[config.mk]
export PLATFORM = sky130hd
export DESIGN_NAME = muldiv_unit
export DESIGN_NICKNAME = d
export VERILOG_FILES = /design/src/rtl/muldiv_unit.sv
export SDC_FILE = /design/constraint.sdc
export NUM_CORES = 1
export LEC_CHECK = 0
export ABC_AREA = 1
export BUFFER_PORTS_ARGS = -buffer_cell sky130_fd_sc_hd__buf_2
export CAP_MARGIN = 15
export CORE_MARGIN = 2
export CORE_UTILIZATION = 30
export DETAILED_ROUTE_END_ITERATION = 8
export HOLD_SLACK_MARGIN = 0.03
export PLACE_DENSITY = 0.45
export SYNTH_ARGS = -nofsm -noshare
export SYNTH_HDL_FRONTEND = slang
export SYNTH_SLANG_ARGS = --single-unit
[constraint.sdc]
create_clock -name clk -period 5.1 [get_ports clk]
set_clock_uncertainty 0.2 [all_clocks]
set_input_delay 0.255 -clock clk [delete_from_list [all_inputs] [get_ports clk]]
set_output_delay 0.255 -clock clk [all_outputs]
set_load 0.05 [all_outputs]
[src/rtl/muldiv_unit.sv]
// muldiv_unit: iterative RV32M multiply/divide unit.
//   Multiply: radix-2 shift-add on operand magnitudes, sign fixed at the end.
//   Divide:   restoring division on magnitudes, one quotient bit per cycle.
//   Divide-by-zero and signed overflow resolve in IDLE without iterating.
// Handshake: start is sampled only while busy=0. busy is high in CALC and DONE.
//   done pulses for one cycle in DONE. MDResult is registered and holds its
//   value until the next done.
// Ports:
//   clk, reset          rising-edge clock, asynchronous active-high reset
//   start               operation request
//   MDControl[2:0]      0 MUL,1 MULH,2 MULHSU,3 MULHU,4 DIV,5 DIVU,6 REM,7 REMU
//   SrcA, SrcB          rs1 / rs2 operands, sampled together with start
//   busy, done          handshake status
//   MDResult            result register
module muldiv_unit #(
  parameter int XLEN = 32,
  parameter int CNTW = $clog2(XLEN) + 1
) (
  input  logic            clk,
  input  logic            reset,
  input  logic            start,
  input  logic [2:0]      MDControl,
  input  logic [XLEN-1:0] SrcA,
  input  logic [XLEN-1:0] SrcB,
  output logic            busy,
  output logic            done,
  output logic [XLEN-1:0] MDResult
);

  typedef enum logic [1:0] {IDLE, CALC, DONE} state_t;

  localparam logic [2:0] OP_MUL    = 3'd0;
  localparam logic [2:0] OP_MULH   = 3'd1;
  localparam logic [2:0] OP_MULHSU = 3'd2;
  localparam logic [2:0] OP_MULHU  = 3'd3;
  localparam logic [2:0] OP_DIV    = 3'd4;
  localparam logic [2:0] OP_REM    = 3'd6;
  localparam logic [XLEN-1:0] INT_MIN = {1'b1, {(XLEN-1){1'b0}}};

  state_t            state_q, state_d;
  logic [2:0]        op_q, op_d;
  logic              sign_q, sign_d;   // negate the final result
  logic [XLEN-1:0]   mag_q, mag_d;     // multiplicand or divisor magnitude
  logic [XLEN-1:0]   hi_q, hi_d;       // product high half / partial remainder
  logic [XLEN-1:0]   lo_q, lo_d;       // multiplier bits / dividend-quotient
  logic [CNTW-1:0]   cnt_q, cnt_d;
  logic [XLEN-1:0]   res_q, res_d;

  // Operand decode for the request presented in IDLE.
  logic            a_signed, b_signed, a_neg, b_neg, in_sign;
  logic [XLEN-1:0] a_mag, b_mag;
  logic            div_zero, div_ovf;
  logic [XLEN-1:0] special_res;

  assign a_signed = (MDControl == OP_MULH) || (MDControl == OP_MULHSU) ||
                    (MDControl == OP_DIV)  || (MDControl == OP_REM);
  assign b_signed = (MDControl == OP_MULH) || (MDControl == OP_DIV) ||
                    (MDControl == OP_REM);
  assign a_neg    = a_signed & SrcA[XLEN-1];
  assign b_neg    = b_signed & SrcB[XLEN-1];
  assign a_mag    = a_neg ? -SrcA : SrcA;
  assign b_mag    = b_neg ? -SrcB : SrcB;

  // Quotient sign is a^b; remainder follows the dividend; MUL low half
  // is sign-agnostic so it is treated as unsigned.
  always_comb begin
    in_sign = 1'b0;
    case (MDControl)
      OP_MULH, OP_DIV: in_sign = a_neg ^ b_neg;
      OP_MULHSU, OP_REM: in_sign = a_neg;
      default: in_sign = 1'b0;
    endcase
  end

  assign div_zero = MDControl[2] && (SrcB == '0);
  assign div_ovf  = ((MDControl == OP_DIV) || (MDControl == OP_REM)) &&
                    (SrcA == INT_MIN) && (SrcB == '1);
  // MDControl[1] distinguishes REM/REMU from DIV/DIVU.
  assign special_res = div_zero ? (MDControl[1] ? SrcA : '1)
                                : (MDControl[1] ? '0 : SrcA);

  // One iteration of the selected algorithm.
  logic [XLEN:0]     mul_sum, div_shift, div_diff;
  logic              q_bit;
  logic [XLEN-1:0]   hi_n, lo_n;
  logic [2*XLEN-1:0] prod, prod_fix;
  logic [XLEN-1:0]   div_val, div_fix, final_res;

  assign mul_sum   = {1'b0, hi_q} + ({(XLEN+1){lo_q[0]}} & {1'b0, mag_q});
  assign div_shift = {hi_q, lo_q[XLEN-1]};
  assign div_diff  = div_shift - {1'b0, mag_q};
  assign q_bit     = ~div_diff[XLEN];

  always_comb begin
    if (op_q[2]) begin
      // Shifted remainder is below 2*divisor, so it always fits in XLEN bits
      // after a successful or skipped subtraction.
      hi_n = q_bit ? div_diff[XLEN-1:0] : div_shift[XLEN-1:0];
      lo_n = {lo_q[XLEN-2:0], q_bit};
    end else begin
      hi_n = mul_sum[XLEN:1];
      lo_n = {mul_sum[0], lo_q[XLEN-1:1]};
    end
  end

  assign prod     = {hi_n, lo_n};
  assign prod_fix = sign_q ? -prod : prod;
  assign div_val  = op_q[1] ? hi_n : lo_n;
  assign div_fix  = sign_q ? -div_val : div_val;

  always_comb begin
    case (op_q)
      OP_MUL: final_res = prod_fix[XLEN-1:0];
      OP_MULH, OP_MULHSU, OP_MULHU: final_res = prod_fix[2*XLEN-1:XLEN];
      default: final_res = div_fix;
    endcase
  end

  always_comb begin
    state_d = state_q;
    op_d    = op_q;
    sign_d  = sign_q;
    mag_d   = mag_q;
    hi_d    = hi_q;
    lo_d    = lo_q;
    cnt_d   = cnt_q;
    res_d   = res_q;
    case (state_q)
      IDLE: begin
        if (start) begin
          op_d   = MDControl;
          sign_d = in_sign;
          if (div_zero || div_ovf) begin
            res_d   = special_res;
            state_d = DONE;
          end else begin
            cnt_d = CNTW'(XLEN);
            hi_d  = '0;
            if (MDControl[2]) begin
              mag_d = b_mag;
              lo_d  = a_mag;
            end else begin
              mag_d = a_mag;
              lo_d  = b_mag;
            end
            state_d = CALC;
          end
        end
      end
      CALC: begin
        hi_d  = hi_n;
        lo_d  = lo_n;
        cnt_d = cnt_q - CNTW'(1);
        if (cnt_q == CNTW'(1)) begin
          res_d   = final_res;
          state_d = DONE;
        end
      end
      DONE: state_d = IDLE;
      default: state_d = IDLE;
    endcase
  end

  always_ff @(posedge clk or posedge reset) begin
    if (reset) begin
      state_q <= IDLE;
      op_q    <= '0;
      sign_q  <= 1'b0;
      mag_q   <= '0;
      hi_q    <= '0;
      lo_q    <= '0;
      cnt_q   <= '0;
      res_q   <= '0;
    end else begin
      state_q <= state_d;
      op_q    <= op_d;
      sign_q  <= sign_d;
      mag_q   <= mag_d;
      hi_q    <= hi_d;
      lo_q    <= lo_d;
      cnt_q   <= cnt_d;
      res_q   <= res_d;
    end
  end

  assign busy     = (state_q != IDLE);
  assign done     = (state_q == DONE);
  assign MDResult = res_q;

endmodule

==> results.py, run 1 <==
metrics = {
    "run_status": {
        "status": "finished clean",
    },
    "clocking": {
        "clkTransAtPathRegs_ps": 80,
        "clk-insertion-delay-late_ps": 510,
        "ctsLongestPathBuffers": 2,
        "cts_sinks": 140,
        "numCtsBuffers": 17,
        "root_buffer": "clkbuf_16",
        "h-tree-depth": 4,
        "cts_tree": "yes",
    },
    "flow_run": {
        "cap_viol_max_count": 0,
    },
    "synthesis": {
        "syn_inst": 3383,
        "synthAdderAreaFrac_pct": 4.835,
        "synth_simple_gate_area_share_pct": 43.88,
        "synth_mux_area_share_pct": 0,
        "yosysWarnings": 0,
        "synthXorXnorAreaFrac_pct": 3.786,
        "synthFlopType": "dfrtp_1",
        "synth_common_cells": "1059 x nand2_1, 436 x inv_1, 348 x nor2_1",
        "synth_area_leader_cell": "nand2_1",
        "synth.most_common_cell": "nand2_1",
        "synth_top_family_by_area": "simple AND/OR/NAND/NOR gates",
        "synthArstFlopShare_pct": 100.0,
        "synth-edff-count": 0,
        "synth_top_area_share_pct": 20.70,
        "synth_fp_nets": 3526,
        "netlist_area_mm2": 0.01920,
        "yosysSeqAreaShare_pct": 18.24,
        "avgSynthCellArea_um2": 5.676,
        "synth_area_leaders": "nand2_1 21%, dfrtp_1 18%, nand3_1 8.7%",
        "ys_types": 58,
        "synth-seq-cells": 140,
        "synth_compound_area_share_pct": 17.19,
    },
    "floorplanning": {
        "row_count": 92,
        "chipHeight_um": 257.0,
        "coreArea_mm2": 0.06320,
        "pin_count": 104,
        "die_x_um": 257.0,
        "initial_core_util_pct": 30.39,
        "fp.dieArea_mm2": 0.06605,
    },
    "setup_path": {
        "path_buf_inv": 3,
        "slowest_delay_ps": 440,
        "start_kind": "flip-flop",
        "path_class": "reg -> reg",
        "worst_r2r_startpoint": "hi_q[22]",
        "slowest_stage": "dfrtp_1",
        "crit_family": "simple AND/OR/NAND/NOR gates",
        "setup.worst_path.start": "hi_q[22]",
        "worst_path_most_repeated_cell": "nand2_1",
        "cp.arrival_ps": 4860,
        "required_ps": 5270,
        "end_kind": "flip-flop",
        "worstPathMaxFanout": 5,
    },
    "timing": {
        "tightest_slew_ps": 1204,
        "worst_slack_ps": 411.3,
        "hold_viol": 0,
        "setup-violations-final": 0,
        "tns_ps": 0,
        "post-route-period-util_pct": 91.94,
        "slew_viol_final": 0,
        "max_freq_mhz": 213.3,
        "min_period_ps": 4689,
        "rsz0062_at_grt": "false",
        "relSlewSlack_pct": 18.88,
    },
    "place": {
        "dpl.hpwl_um": 80190,
        "gp_congestion": 1.011,
        "io_buffers": 103,
        "dp_slack_ps": 248.6,
    },
    "route": {
        "drt-wirelength-per-cell_um": 22.73,
        "top_layer": "met4",
        "drt-pass1-iter-count": 5,
        "wl_met1_um": 42990,
        "via_per_inst": 5.336,
        "wl_met3_um": 7262,
        "ant_nets": 0,
        "drt_iter0_markers": 2244,
        "drc": 0,
        "route.vias.total": 23130,
        "wl_met2_um": 43680,
        "wl_um": 98490,
    },
    "global_routing": {
        "grtUsageTotal_pct": 29.54,
        "grt_pass1_wl_um": 145700,
        "overflow": 0,
        "antenna_found_initial": 8,
        "grt_pass1_vias": 22110,
        "grt_max_degree": 79,
    },
    "cells_and_area": {
        "drive_gt1_share_pct": 10.41,
        "area_growth_syn_to_layout_pct": 12.99,
        "fin_nets": 3616,
    },
    "min_path": {
        "hold_class": "in -> reg",
        "worstHoldStart": "SrcA[12]",
    },
}
-- timing repair --
action	4_1_cts	5_1_grt
hold buffers	27	0
buffers inserted	0	2
endpoints found under the setup margin	0	13
resized for setup	0	16
endpoints found under the hold margin	98	0
-- per-stage QoR --
step	hold WS (ps)	area (um2)	utilization (%)	cells
after floorplan	176.0	19200	-	3383
after global placement	248.5	20730	32.80	4270
after detailed placement	245.8	20730	32.80	4270
after CTS	32.43	21610	34.19	4329
after global routing	80.69	21700	34.33	4334
final	47.42	21700	34.33	4334
-- final timing paths --
| path | to | slack (ps) | cells after the start |
|---|---|---|---|
| worst max-delay path | MDResult[0] | 410 | 25 |
| min in group asynchronous | state_q[1] | 210 | 3 |
| max in group asynchronous | hi_q[28] | 3550 | 4 |
| worst min register to register | MDResult[19] | 280 | 2 |
| worst min-delay path | MDResult[12] | 50 | 5 |
| worst max register to register | MDResult[0] | 410 | 25 |
-- cell type report --
cell class | instances | area (um2)
clock buffers | 17 | 425.4
well taps | 846 | 1059
flip-flops and latches | 140 | 3511
multi-input cells | 2659 | 13460
inverters | 454 | 1713
diodes | 2 | 5.005
clock inverters | 15 | 182.7
repair buffers | 201 | 1344
fillers | 7257 | 41500
-- cells by family (layout without fill, tap and decap cells) --
| kind of cell | count (synthesis) | after routing |
|---|---|---|
| simple gates | 1949 | 1949 |
| buf+inv | 584 | 687 |
| compound gates | 554 | 554 |
| flops | 140 | 140 |
| xor+xnor | 83 | 83 |
| fa+ha+maj | 73 | 73 |
| other cells | 0 | 2 |
-- sequential cells by signal, summed over array words and instances (netlist names) --
| name | cells |
|---|---|
| sign_q | 1 |
| state_q | 2 |
| mag_q | 32 |
| lo_q | 32 |
| hi_q | 32 |
| op_q | 3 |
| cnt_q | 6 |
| MDResult | 32 |
-- worst register-to-register path, stage by stage (launching register included) --
cell,delay (ps)
dfrtp_1,440
ha_1,390
nand2_1,170
inv_1,70
a21oi_2,190
nand2_1,130
a21oi_4,260
nand3_2,160
nand3_4,130
nand2_2,110
inv_4,110
ha_1,170
nand3_1,120
nor2_2,170
nand2_2,100
nor2_4,140
nand2_4,90
nor2_4,100
nand3_2,100
nor2_2,160
buf_4,120
o21ai_0,60
nand2_1,90
o221ai_1,240
a21oi_1,440
o21ai_0,130
-- cells in the final DEF (no fill, tap or decap), types with 6 or more instances in the layout --
cell,netlist,routed
nand2_1,1059,1056
inv_1,436,432
nor2_1,348,345
nand3_1,334,331
o21ai_0,192,192
dfrtp_1,140,138
a21oi_1,129,127
buf_2,18,103
xor2_1,72,72
ha_1,71,71
buf_4,1,68
nand2_2,37,38
nand4_1,37,37
o21bai_1,34,34
nor3_1,30,29
o21ai_1,29,29
a31oi_1,29,29
o22ai_1,28,28
dlygate4sd3_1,0,27
nor2_2,24,23
o211ai_1,22,22
o221ai_1,20,20
nand2_4,16,18
inv_2,17,17
clkbuf_16,0,17
nand3b_1,15,15
o2111ai_1,14,14
nor4_1,12,12
nand3_2,8,11
a22oi_1,11,11
xnor2_1,11,11
o21ai_2,10,10
nor2_4,4,8
a21o_1,8,8
or2_2,8,8
o41ai_1,6,6
-- layer usage --
metal	vias up	track usage [%]
met1	10850	39.22
met4	0	13.03
met2	943	46.78
met3	184	5.181
met5	-	0
li1	11150	-
Power of run 1 is left out: the tool's default activity adds up to more than one toggle a clock period on the data nets, which glitch-free logic cannot reach.
==> run 2, diff against run 1 <==
- clock period: 5.1 -> 5.99 ns (I/O delays scaled with it)
==> run 2 against run 1 <==
  * Design area fell by 2.8%
  * Global-route usage rose by 0.11 points
  * Worst hold slack got worse by 0.68 ps
  * Clock-buffer cell count rose by 1
  * Non-clock buffer count fell by 58
  * Via count fell by 0.85%
  * Fmax fell by 16%
  * Critical path depth rose by 10
  * First-iteration DRC count rose by 2.5%
  * Flip-flop and latch count did not move
  * Utilization fell by 0.97 points
  * Highest routed layer is now met5
==> results.py, run 2 (synthesized netlist as in run 1, its figures left out) <==
metrics = {
    "run_status": {
        "status": "finished clean",
    },
    "cells_and_area": {
        "layout_common_cells": "1059 x nand2_1, 432 x inv_1, 347 x nor2_1",
        "layout_commonest_cell": "nand2_1",
        "fin_nets": 3558,
        "drive_gt1_share_pct": 9.218,
        "area_growth_syn_to_layout_pct": 9.799,
    },
    "floorplanning": {
        "fp.dieArea_mm2": 0.06605,
        "row_count": 92,
        "coreArea_mm2": 0.06320,
        "initial_core_util_pct": 30.39,
        "die_x_um": 257.0,
        "pin_count": 104,
        "chipHeight_um": 257.0,
    },
    "global_routing": {
        "overflow": 0,
        "grtUsageTotal_pct": 29.65,
        "grt_pass1_vias": 21430,
        "grtUsageMet3_pct": 5.191,
        "grt_util_met1_pct": 38.77,
        "grt_pass1_wl_um": 145500,
        "grt_max_degree": 73,
        "antenna_found_initial": 8,
        "busiest_layer": "met2",
        "grt.met2_usage_pct": 47.16,
    },
    "route": {
        "drc": 0,
        "via_per_inst": 5.363,
        "drt_iter0_markers": 2300,
        "route.vias.total": 22930,
        "drt-wirelength-per-cell_um": 23.22,
        "ant_nets": 0,
        "wl_um": 99290,
        "drt-pass1-iter-count": 8,
    },
    "setup_path": {
        "required_ps": 6180,
        "end_kind": "flip-flop",
        "path_class": "reg -> reg",
        "start_kind": "flip-flop",
        "slowest_stage": "nand3_4",
        "setup.worst_path.start": "lo_q[31]",
        "cp.arrival_ps": 5760,
        "worst_path_most_repeated_cell": "nand2_1",
        "slowest_delay_ps": 440,
        "worst_r2r_startpoint": "lo_q[31]",
        "worstPathMaxFanout": 11,
    },
    "clocking": {
        "clkTransAtPathRegs_ps": 70,
        "numCtsBuffers": 17,
        "ctsLongestPathBuffers": 2,
        "root_buffer": "clkbuf_16",
        "cts_setup_buffers": 0,
        "clk-insertion-delay-late_ps": 500,
        "cts_tree": "yes",
        "cts_resized": 0,
        "h-tree-depth": 4,
        "cts_sinks": 140,
        "cts_hold_buf": 6,
    },
    "timing": {
        "post-route-period-util_pct": 93.08,
        "tns_ps": 0,
        "max_freq_mhz": 179.4,
        "tightest_slew_ps": 1125,
        "slew_viol_final": 0,
        "setup-violations-final": 0,
        "min_period_ps": 5575,
        "relSlewSlack_pct": 24.21,
        "hold_viol": 0,
        "rsz0062_at_grt": "false",
    },
    "min_path": {
        "hold_class": "in -> reg",
        "worstHoldStart": "SrcA[20]",
    },
    "place": {
        "dpl.hpwl_um": 80420,
        "io_buffers": 103,
        "gp_congestion": 1.001,
    },
    "flow_run": {
        "cap_viol_max_count": 0,
    },
}
-- run 2: metal layers --
metal  vias up  wire (um)
met4        10       4900
met3       189       7348
met5         -         66
li1      11050          -
met2       983      44080
met1     10700      42890
-- run 2: final cells by class --
cell class	instances	area, um2
flip-flops and latches	140	3511
diodes	2	5.005
fillers	7251	42110
well taps	846	1059
multi-input cells	2659	13400
repair buffers	143	830.8
inverters	454	1710
clock buffers	18	439.2
clock inverters	14	131.4
-- run 2: final timing paths --
path	endpoint	depth (start not counted)	slack, ps
max	MDResult[30]	35	410
min reg2reg	MDResult[17]	2	280
min in group asynchronous	state_q[1]	3	190
max reg2reg	MDResult[30]	35	410
min	MDResult[20]	5	50
max in group asynchronous	mag_q[21]	4	4240
-- run 2: stage by stage --
stage / util [%] / hold slack [ps] / instances / cell area, um2 / setup WS, ps
floorplan: - / 220.5 / 3383 / 19200 / 1738
global placement: 32.35 / 196.2 / 4235 / 20440 / 644.4
detailed placement: 32.35 / 191.7 / 4235 / 20440 / 540.2
CTS: 33.35 / 30.03 / 4273 / 21070 / 517.0
global route: 33.36 / 74.91 / 4275 / 21080 / 11.59
finish: 33.37 / 46.74 / 4276 / 21090 / 414.7
-- run 2: worst max-delay path, delay by kind of cell, from the launching register on --
| kind | cells | cell delay, ps |
|---|---|---|
| AND/OR/NAND/NOR | 28 | 3720 |
| adder cells (fa/ha/maj) | 3 | 730 |
| flip-flops | 1 | 380 |
| buffers and inverters | 3 | 320 |
| AO/OA/AOI/OAI | 1 | 110 |
Power of run 2 is left out for the same reason.
